### src/rtl/cpu_ctrl_if.sv
// Control bundle between the phase sequencer and the 8-bit CPU datapath.
// The master side (control unit) drives every control input of the datapath
// and observes the instruction register and the ALU flags.
interface cpu_ctrl_if;
   // Datapath -> control
   logic [7:0] irvalue;   // [7:4]=opcode, [3:2]=rd, [1:0]=rs
   logic       zero;
   logic       negative;

   // Control -> datapath
   logic       irload;
   logic       imload;
   logic       pcsel;     // 0=PC+1, 1=imm
   logic       pcload;
   logic       readwrite; // 0=read, 1=write
   logic       dwrite;
   logic [1:0] dregsel;
   logic [1:0] sregsel;
   logic [1:0] aluop;
   logic [1:0] regsel;    // 00=aluout, 01=imm, 10=datain, 11=sbus
   logic [1:0] addrsel;   // 00=PC, 01=imm, 10=sbus, 11=dbus
   logic [2:0] phase;     // 000=FETCH 001=DECODE 010=IMM 011=EXEC 100=HALT

   modport master (
      input  irvalue, zero, negative,
      output irload, imload, pcsel, pcload, readwrite, dwrite,
             dregsel, sregsel, aluop, regsel, addrsel, phase
   );

   modport slave (
      output irvalue, zero, negative,
      input  irload, imload, pcsel, pcload, readwrite, dwrite,
             dregsel, sregsel, aluop, regsel, addrsel, phase
   );
endinterface

### src/rtl/cpu_control_unit.sv
// Phase-sequencing control FSM for the 8-bit Von Neumann CPU.
// FETCH -> DECODE -> [IMM] -> EXEC -> FETCH, or DECODE -> HALT for opcode 1111.
// Outputs are a Moore-style decode of the phase and the instruction register;
// the ALU flags are only consulted in EXEC for the conditional jumps.
module cpu_control_unit #(
   parameter bit ALLOW_HALT = 1'b1
) (
   input  logic        clk,
   input  logic        reset,
   cpu_ctrl_if.master  bus
);

   typedef enum logic [2:0] {
      StFetch  = 3'b000,
      StDecode = 3'b001,
      StImm    = 3'b010,
      StExec   = 3'b011,
      StHalt   = 3'b100
   } phase_e;

   localparam logic [3:0] OpLi   = 4'b0100;
   localparam logic [3:0] OpLd   = 4'b0101;
   localparam logic [3:0] OpSt   = 4'b0110;
   localparam logic [3:0] OpLda  = 4'b0111;
   localparam logic [3:0] OpSta  = 4'b1000;
   localparam logic [3:0] OpJmp  = 4'b1001;
   localparam logic [3:0] OpJz   = 4'b1010;
   localparam logic [3:0] OpJn   = 4'b1011;
   localparam logic [3:0] OpHalt = 4'b1111;

   localparam logic [1:0] RegAlu    = 2'b00;
   localparam logic [1:0] RegImm    = 2'b01;
   localparam logic [1:0] RegDatain = 2'b10;

   localparam logic [1:0] AddrPc   = 2'b00;
   localparam logic [1:0] AddrImm  = 2'b01;
   localparam logic [1:0] AddrSbus = 2'b10;

   phase_e phase_q, phase_d;

   logic [3:0] opcode;
   logic [1:0] rd;
   logic [1:0] rs;
   logic       imm_form;
   logic       is_halt;

   // Raw decode, before the reset gate
   logic       irload_c;
   logic       imload_c;
   logic       pcsel_c;
   logic       pcload_c;
   logic       readwrite_c;
   logic       dwrite_c;
   logic [1:0] dregsel_c;
   logic [1:0] sregsel_c;
   logic [1:0] aluop_c;
   logic [1:0] regsel_c;
   logic [1:0] addrsel_c;

   assign opcode = bus.irvalue[7:4];
   assign rd     = bus.irvalue[3:2];
   assign rs     = bus.irvalue[1:0];

   // Instructions that carry a trailing immediate byte.
   always_comb begin
      imm_form = 1'b0;
      unique case (opcode)
         OpLi, OpLda, OpSta, OpJmp, OpJz, OpJn: imm_form = 1'b1;
         default:                               imm_form = 1'b0;
      endcase
   end

   assign is_halt = ALLOW_HALT && (opcode == OpHalt);

   // Phase register; reset abandons any instruction in flight.
   always_ff @(posedge clk or posedge reset) begin
      if (reset) begin
         phase_q <= StFetch;
      end else begin
         phase_q <= phase_d;
      end
   end

   // Next-phase sequencing.
   always_comb begin
      phase_d = phase_q;
      unique case (phase_q)
         StFetch:  phase_d = StDecode;
         StDecode: begin
            if (is_halt) begin
               phase_d = StHalt;
            end else if (imm_form) begin
               phase_d = StImm;
            end else begin
               phase_d = StExec;
            end
         end
         StImm:    phase_d = StExec;
         StExec:   phase_d = StFetch;
         StHalt:   phase_d = StHalt;
         default:  phase_d = StFetch;
      endcase
   end

   // Control decode per phase and, in EXEC, per opcode.
   always_comb begin
      irload_c    = 1'b0;
      imload_c    = 1'b0;
      pcsel_c     = 1'b0;
      pcload_c    = 1'b0;
      readwrite_c = 1'b0;
      dwrite_c    = 1'b0;
      dregsel_c   = 2'b00;
      sregsel_c   = 2'b00;
      aluop_c     = 2'b00;
      regsel_c    = RegAlu;
      addrsel_c   = AddrPc;
      unique case (phase_q)
         StFetch: begin
            addrsel_c = AddrPc;
            irload_c  = 1'b1;
            pcload_c  = 1'b1;
         end
         StImm: begin
            // Immediate is always consumed, so PC advances even for untaken jumps.
            addrsel_c = AddrPc;
            imload_c  = 1'b1;
            pcload_c  = 1'b1;
         end
         StExec: begin
            dregsel_c = rd;
            sregsel_c = rs;
            case (opcode)
               4'b0000, 4'b0001, 4'b0010, 4'b0011: begin
                  aluop_c  = opcode[1:0];
                  regsel_c = RegAlu;
                  dwrite_c = 1'b1;
               end
               OpLi: begin
                  regsel_c = RegImm;
                  dwrite_c = 1'b1;
               end
               OpLd: begin
                  addrsel_c = AddrSbus;
                  regsel_c  = RegDatain;
                  dwrite_c  = 1'b1;
               end
               OpSt: begin
                  addrsel_c   = AddrSbus;
                  readwrite_c = 1'b1;
               end
               OpLda: begin
                  addrsel_c = AddrImm;
                  regsel_c  = RegDatain;
                  dwrite_c  = 1'b1;
               end
               OpSta: begin
                  addrsel_c   = AddrImm;
                  readwrite_c = 1'b1;
               end
               OpJmp: begin
                  pcsel_c  = 1'b1;
                  pcload_c = 1'b1;
               end
               OpJz: begin
                  pcsel_c  = 1'b1;
                  pcload_c = bus.zero;
               end
               OpJn: begin
                  pcsel_c  = 1'b1;
                  pcload_c = bus.negative;
               end
               default: begin
                  // 1100-1111 (1111 only reaches EXEC when HALT is disabled): NOP
               end
            endcase
         end
         StDecode, StHalt: begin
         end
         default: begin
         end
      endcase
   end

   // Reset holds every output low, even though phase already reads FETCH.
   always_comb begin
      bus.irload    = irload_c    & ~reset;
      bus.imload    = imload_c    & ~reset;
      bus.pcsel     = pcsel_c     & ~reset;
      bus.pcload    = pcload_c    & ~reset;
      bus.readwrite = readwrite_c & ~reset;
      bus.dwrite    = dwrite_c    & ~reset;
      bus.dregsel   = reset ? 2'b00 : dregsel_c;
      bus.sregsel   = reset ? 2'b00 : sregsel_c;
      bus.aluop     = reset ? 2'b00 : aluop_c;
      bus.regsel    = reset ? 2'b00 : regsel_c;
      bus.addrsel   = reset ? 2'b00 : addrsel_c;
      bus.phase     = phase_q;
   end

endmodule

### src/flat_wrapper.sv
// flat-port wrapper written by rule: the top's interface ports become plain ports
module cpu_control_unit_flat 
#(
   parameter bit ALLOW_HALT = 1'b1
)
  (clk, reset, bus_irvalue, bus_zero, bus_negative, bus_irload, bus_imload, bus_pcsel, bus_pcload, bus_readwrite, bus_dwrite, bus_dregsel, bus_sregsel, bus_aluop, bus_regsel, bus_addrsel, bus_phase);
  cpu_ctrl_if bus_i ();
  input  logic clk;
  input  logic reset;
  input wire logic [$bits(bus_i.irvalue)-1:0] bus_irvalue;
  input wire logic [$bits(bus_i.zero)-1:0] bus_zero;
  input wire logic [$bits(bus_i.negative)-1:0] bus_negative;
  output wire logic [$bits(bus_i.irload)-1:0] bus_irload;
  output wire logic [$bits(bus_i.imload)-1:0] bus_imload;
  output wire logic [$bits(bus_i.pcsel)-1:0] bus_pcsel;
  output wire logic [$bits(bus_i.pcload)-1:0] bus_pcload;
  output wire logic [$bits(bus_i.readwrite)-1:0] bus_readwrite;
  output wire logic [$bits(bus_i.dwrite)-1:0] bus_dwrite;
  output wire logic [$bits(bus_i.dregsel)-1:0] bus_dregsel;
  output wire logic [$bits(bus_i.sregsel)-1:0] bus_sregsel;
  output wire logic [$bits(bus_i.aluop)-1:0] bus_aluop;
  output wire logic [$bits(bus_i.regsel)-1:0] bus_regsel;
  output wire logic [$bits(bus_i.addrsel)-1:0] bus_addrsel;
  output wire logic [$bits(bus_i.phase)-1:0] bus_phase;
  assign bus_i.irvalue = bus_irvalue;
  assign bus_i.zero = bus_zero;
  assign bus_i.negative = bus_negative;
  assign bus_irload = bus_i.irload;
  assign bus_imload = bus_i.imload;
  assign bus_pcsel = bus_i.pcsel;
  assign bus_pcload = bus_i.pcload;
  assign bus_readwrite = bus_i.readwrite;
  assign bus_dwrite = bus_i.dwrite;
  assign bus_dregsel = bus_i.dregsel;
  assign bus_sregsel = bus_i.sregsel;
  assign bus_aluop = bus_i.aluop;
  assign bus_regsel = bus_i.regsel;
  assign bus_addrsel = bus_i.addrsel;
  assign bus_phase = bus_i.phase;
  cpu_control_unit #(.ALLOW_HALT(ALLOW_HALT)) u_core (.clk(clk), .reset(reset), .bus(bus_i));
endmodule
### config.mk
export PLATFORM = sky130hd
export DESIGN_NAME = cpu_control_unit_flat
export DESIGN_NICKNAME = d
export VERILOG_FILES = /design/src/rtl/cpu_ctrl_if.sv /design/src/rtl/cpu_control_unit.sv /design/src/flat_wrapper.sv
export SDC_FILE = /design/constraint.sdc
export NUM_CORES = 1
export LEC_CHECK = 0
export BUFFER_PORTS_ARGS = -buffer_cell sky130_fd_sc_hd__buf_2
export CORE_AREA = 2 2 39 41
export DETAILED_ROUTE_END_ITERATION = 7
export DIE_AREA = 0 0 41 43
export PLACE_DENSITY = 0.68
export SYNTH_ARGS = -nofsm -noshare
export SYNTH_HDL_FRONTEND = slang
export SYNTH_SLANG_ARGS = --single-unit
### constraint.sdc
create_clock -name clk -period 1.67 [get_ports clk]
set_input_delay 0.2505 -clock clk [delete_from_list [all_inputs] [get_ports clk]]
set_output_delay 0.2505 -clock clk [all_outputs]
set_load 0.02 [all_outputs]
# After elaboration in Yosys (flattened, before gate mapping)
# Index checks and enable logic that the tools add are counted.
[word_totals]
register_bits = 3
latch_bits = 0
mem_bits_rw = 0
romBits = 0
inputBits = 12
out_inout_bits = 19
elab_cells = 62
mem_count = 0
[classes]
add_sub_neg = 0
multipliers = 0
div = 0
n_lt_le_gt_ge = 0
eq_ne = 16
n_shift = 0
muxes = 27
n_bitwise = 7
n_reduce_logical = 11
[ops]
columns = ["cell", "n"]
rows = [
  ["2-bit 2-to-1 mux", 11],
  ["4-bit equality test, second input constant", 5],
  ["4-bit by 3-bit equality test with 1-bit output, second input constant", 4],
  ["3-bit one-hot mux with 4 select lines", 1],
  ["1-bit 2-to-1 mux", 10],
  ["2-bit OR reduction", 5],
  ["4-bit by 2-bit equality test with 1-bit output, second input constant", 2],
  ["2-bit one-hot mux with 2 select lines", 2],
  ["7-bit OR reduction", 1],
  ["1-bit bitwise AND", 6],
  ["3-bit by 2-bit equality test with 1-bit output, second input constant", 2],
  ["6-bit OR reduction", 1],
  ["4-bit by 1-bit equality test with 1-bit output, second input constant", 1],
  ["4-bit zero test", 1],
  ["4-bit OR reduction", 1],
  ["3-bit by 1-bit equality test with 1-bit output, second input constant", 1],
  ["3-bit equality test, second input constant", 1],
  ["3-bit zero test", 1],
  ["3-bit 2-to-1 mux", 1],
  ["1-bit one-hot mux with 3 select lines", 1],
  ["3-bit OR reduction", 1],
  ["1-bit one-hot mux with 2 select lines", 1],
  ["1-bit NOT", 1],
]

# Logic depth before layout (Yosys ltp)
[depth]
word_depth = 6
depth_mapped = 4
mapped_depth_nobuf = 3

# Worst setup path after synthesis
# OpenSTA, ideal clock, no wires.
[synth_timing]
kind = "reg-to-output"
start = "register u_core.phase_q[1] (netlist: u_core.bus.phase[1])"
end = "output bus_irload"
t_arrival_ns = 1.355
t_required_ns = 1.419
path_slack_ns = 0.065
path_stages_with_launch = 3
n_path_buf = 1
cell_sequence = "dfrtp_1 -> buf_2 -> nor4_1"
[synth_between]
elab_chain_len = 3
[synth_rtl]
columns = ["element", "line_no", "source"]
rows = [
  ["start, declared", "cpu_control_unit.sv:39", "phase_e phase_q, phase_d;"],
  ["start signal, assigned", "cpu_control_unit.sv:78", "phase_q <= StFetch;"],
  ["start signal, assigned", "cpu_control_unit.sv:80", "phase_q <= phase_d;"],
  ["3-bit zero test", "cpu_control_unit.sv:118", "unique case (phase_q)"],
  ["1-bit 2-to-1 mux", "cpu_control_unit.sv:118", ""],
  ["1-bit bitwise AND", "cpu_control_unit.sv:187", "bus.irload = irload_c & ~reset;"],
  ["end, declared", "flat_wrapper.sv:13", "output wire logic [$bits(bus_i.irload)-1:0] bus_irload;"],
]
# No other way between the ends.

# Worst setup path after layout
[layout_timing]
start = "register u_core.phase_q[2] (netlist: u_core.bus.phase[2])"
end = "output bus_sregsel[1]"
[layout_between]
elab_chain_len = 3
[layout_rtl]
columns = ["element", "line_no", "source"]
rows = [
  ["3-bit by 2-bit equality test with 1-bit output", "cpu_control_unit.sv:118", ""],
  ["2-bit 2-to-1 mux", "cpu_control_unit.sv:118", ""],
  ["2-bit 2-to-1 mux", "cpu_control_unit.sv:194", "bus.sregsel = reset ? 2'b00 : sregsel_c;"],
  ["end, declared", "flat_wrapper.sv:20", "output wire logic [$bits(bus_i.sregsel)-1:0] bus_sregsel;"],
]
# No other way between the ends.

==> flow_summary.toml <==
[run_status]
outcome = "complete, no violations"

[cts]
clk-insertion-delay-late_ps = 230
cts_tree = "done"
clk_pin_slew_ps = 40
clockRootBuffer = "clkbuf_4"
cts_buffers = 3
clkSinkCount = 3
htreeDepth = 1
clockBufferDepth = 2

[synthesis]
yosysWarnings = 0
synth_edf_count = 0
ys_ff_latch = 3
syn-instance-count = 56
yosysMostFrequentCell = "nor2_1"
synth-async-reset-ratio_pct = 100
yosysTopAreaCell = "dfrtp_1"
synthTopCellsByArea = "dfrtp_1 (18%), nor2_1 (8.0%), buf_6 (8.0%), and2_1 (7.4%), and3_1 (4.5%)"
synth_flop_cell = "dfrtp_1"
seq_area_frac_synth_pct = 17.9
ys_types = 30
synth_area_um2 = 420
yosysTopAreaCellShare_pct = 17.9
synth_common_cells = "nor2_1 (9), and2_1 (5)"
synth.avg_cell_area_um2 = 7.51
syn_nets = 68

[power_and_ir_drop]
power.density_nw_per_um2 = 1080
p_comb_share_pct = 63.0
seqPwrFrac_pct = 18.6
power_frac_clock_pct = 18.4
power.switching_w = 0.000321
p_leak_nw = 0.382
peakVddDrop_mv = 0.294
switching_share_pct = 45.5
power.internal_w = 0.000385

[critical_path]
crit_fanout = 5
max_stage_delay_ps = 420
crit_slowest_cell = "dfrtp_2"
crit_family = "simple AND/OR/NAND/NOR gates"
end_kind = "output pin"
cp_common_cell = "buf_4"
required_ps = 1420
critical_path_class = "flop to output pin"
critical_path_arrival_ps = 1380
start_kind = "flop"
critical_path_buf_inv_count = 2
r2r-start = "u_core.bus.phase[2]"
critPathLaunch = "u_core.bus.phase[2]"
crit_chain = "buf_4, and4bb_2, and2_1, buf_4"

[route]
final_antenna_net_count = 0
firstDrtPassIters = 2
viasPerCell = 5.00
route.vias.total = 535
drt_iter0_drc = 4
route.detailed.drc = 0
wl_per_cell_um = 11.1
drt_wl_total_um = 1190

[placement]
dp_hpwl_um = 855
placedInstanceArea_um2 = 554
place_congestion = 0.687
pre_cts_ws_ps = 180
port_buffers = 30

[grt]
grt_pass1_wl_um = 1810
antenna_found_initial = 0
grt_pass1_vias = 464
grt.total_usage_pct = 14.6
gr-total-overflow = 0
grt_start_max_net_pins = 12

[job]
cap_violations = 0

[sta]
hold_viol_final = 0
setup_slack_ps = 39.9
slew_viol_final = 0
slew_headroom_pct = 83.2
holdWs_ps = 328
min_period_over_period_pct = 97.6
fmax_mhz = 613
tightest_slew_ps = 248
tns_ps = 0
rsz0062_at_grt = "yes"
fin_crit_ps = 1630
fin_worst_skew_ps = 0.827
setup_violations = 0

[floorplan]
row_count = 14
die_w_um = 41
ios = 31
fp.coreArea_um2 = 1380
initial_core_util_pct = 30.4
die_h_um = 43
die_area_um2 = 1760

[finish]
n_antenna_cell = 0
largest_reg_flops = 3
synthToLayoutAreaGrowth_pct = 55.4
design_area_um2 = 653
fin_nets = 104
drive_gt1_share_pct = 48.4
fill_cells = 147

[hold_path]
hold_path_class = "input pin to flop"
min_from = "bus_irvalue[6]"
metrics by stage:
step	power (W)	utilization, %	cells
after global routing	0.000759	47.2	107
after floorplan	0.000419	-	56
after CTS	0.000704	46.1	107
after detailed placement	0.000542	40.1	98
final	0.000706	47.2	107
after global placement	0.000535	40.1	98
path summary, 6_finish.rpt:
path	end	cells after the start	slack, ps
setup reg to reg	u_core.bus.phase[2]	4	520
max in group asynchronous	u_core.bus.phase[2]	3	1020
setup / recovery	bus_sregsel[1]	4	40
hold / removal	u_core.bus.phase[0]	2	330
min in group asynchronous	u_core.bus.phase[0]	3	500
hold reg to reg	u_core.bus.phase[0]	2	580
repair_timing:
action,4_1_cts,5_1_grt
hold buffers,1,0
pin swaps,1,2
endpoints found under the hold margin,3,0
gates cloned,1,0
gates resized for setup,3,5
setup buffers,3,0
endpoints found under the setup margin,4,9
cell usage in the layout, fill, tap and decap left out, types with 2 or more instances in the layout:
master	count
inv_1	2
clkbuf_4	3
and3_1	3
nand3_1	2
and2_1	5
nor2_1	9
a21o_1	2
buf_2	25
nor3_2	2
buf_4	10
nand2_1	2
nand2b_1	2
dfrtp_1	2
nor3_1	2
cell type report:
cell class | instances | area [µm²] | area share, %
clock buffers | 4 | 26.3 | 4.02
inverters | 2 | 7.51 | 1.15
multi-input cells | 46 | 313 | 47.9
repair buffers | 36 | 210 | 32.2
flip-flops and latches | 3 | 76.3 | 11.7
well taps | 16 | 20.0 | 3.07
per-layer routing:
| metal | track usage (%) | routed length (µm) |
|---|---|---|
| met3 | 3.14 | 60 |
| met1 | 17.2 | 489 |
| met2 | 24.1 | 628 |
| met4 | 6.00 | 12 |
| met5 | 0 | 0 |
power by group through the flow:
stage,registers (W),logic (W),clock network (W)
after detailed placement,0.000127,0.000416,0
final,0.000131,0.000445,0.000130
after CTS,0.000131,0.000437,0.000136
after global placement,0.000124,0.000411,0
after global routing,0.000136,0.000481,0.000142
after floorplan,0.000146,0.000274,0
cells by family after synthesis:
| logic type | share of synthesized area (%) |
|---|---|
| mux | 2.38 |
| compound gates | 15.8 |
| simple gates | 47.9 |
| buf+inv | 14.0 |
| xor+xnor | 2.08 |
| flops | 17.9 |
worst reg2reg max path: cells and delay by family (launching register included):
kind            cells  cell delay [ps]
buf+inv             2              270
simple gates        1              280
compound gates      1              120
flops               1              420
Power figures use the tool's default switching activity.
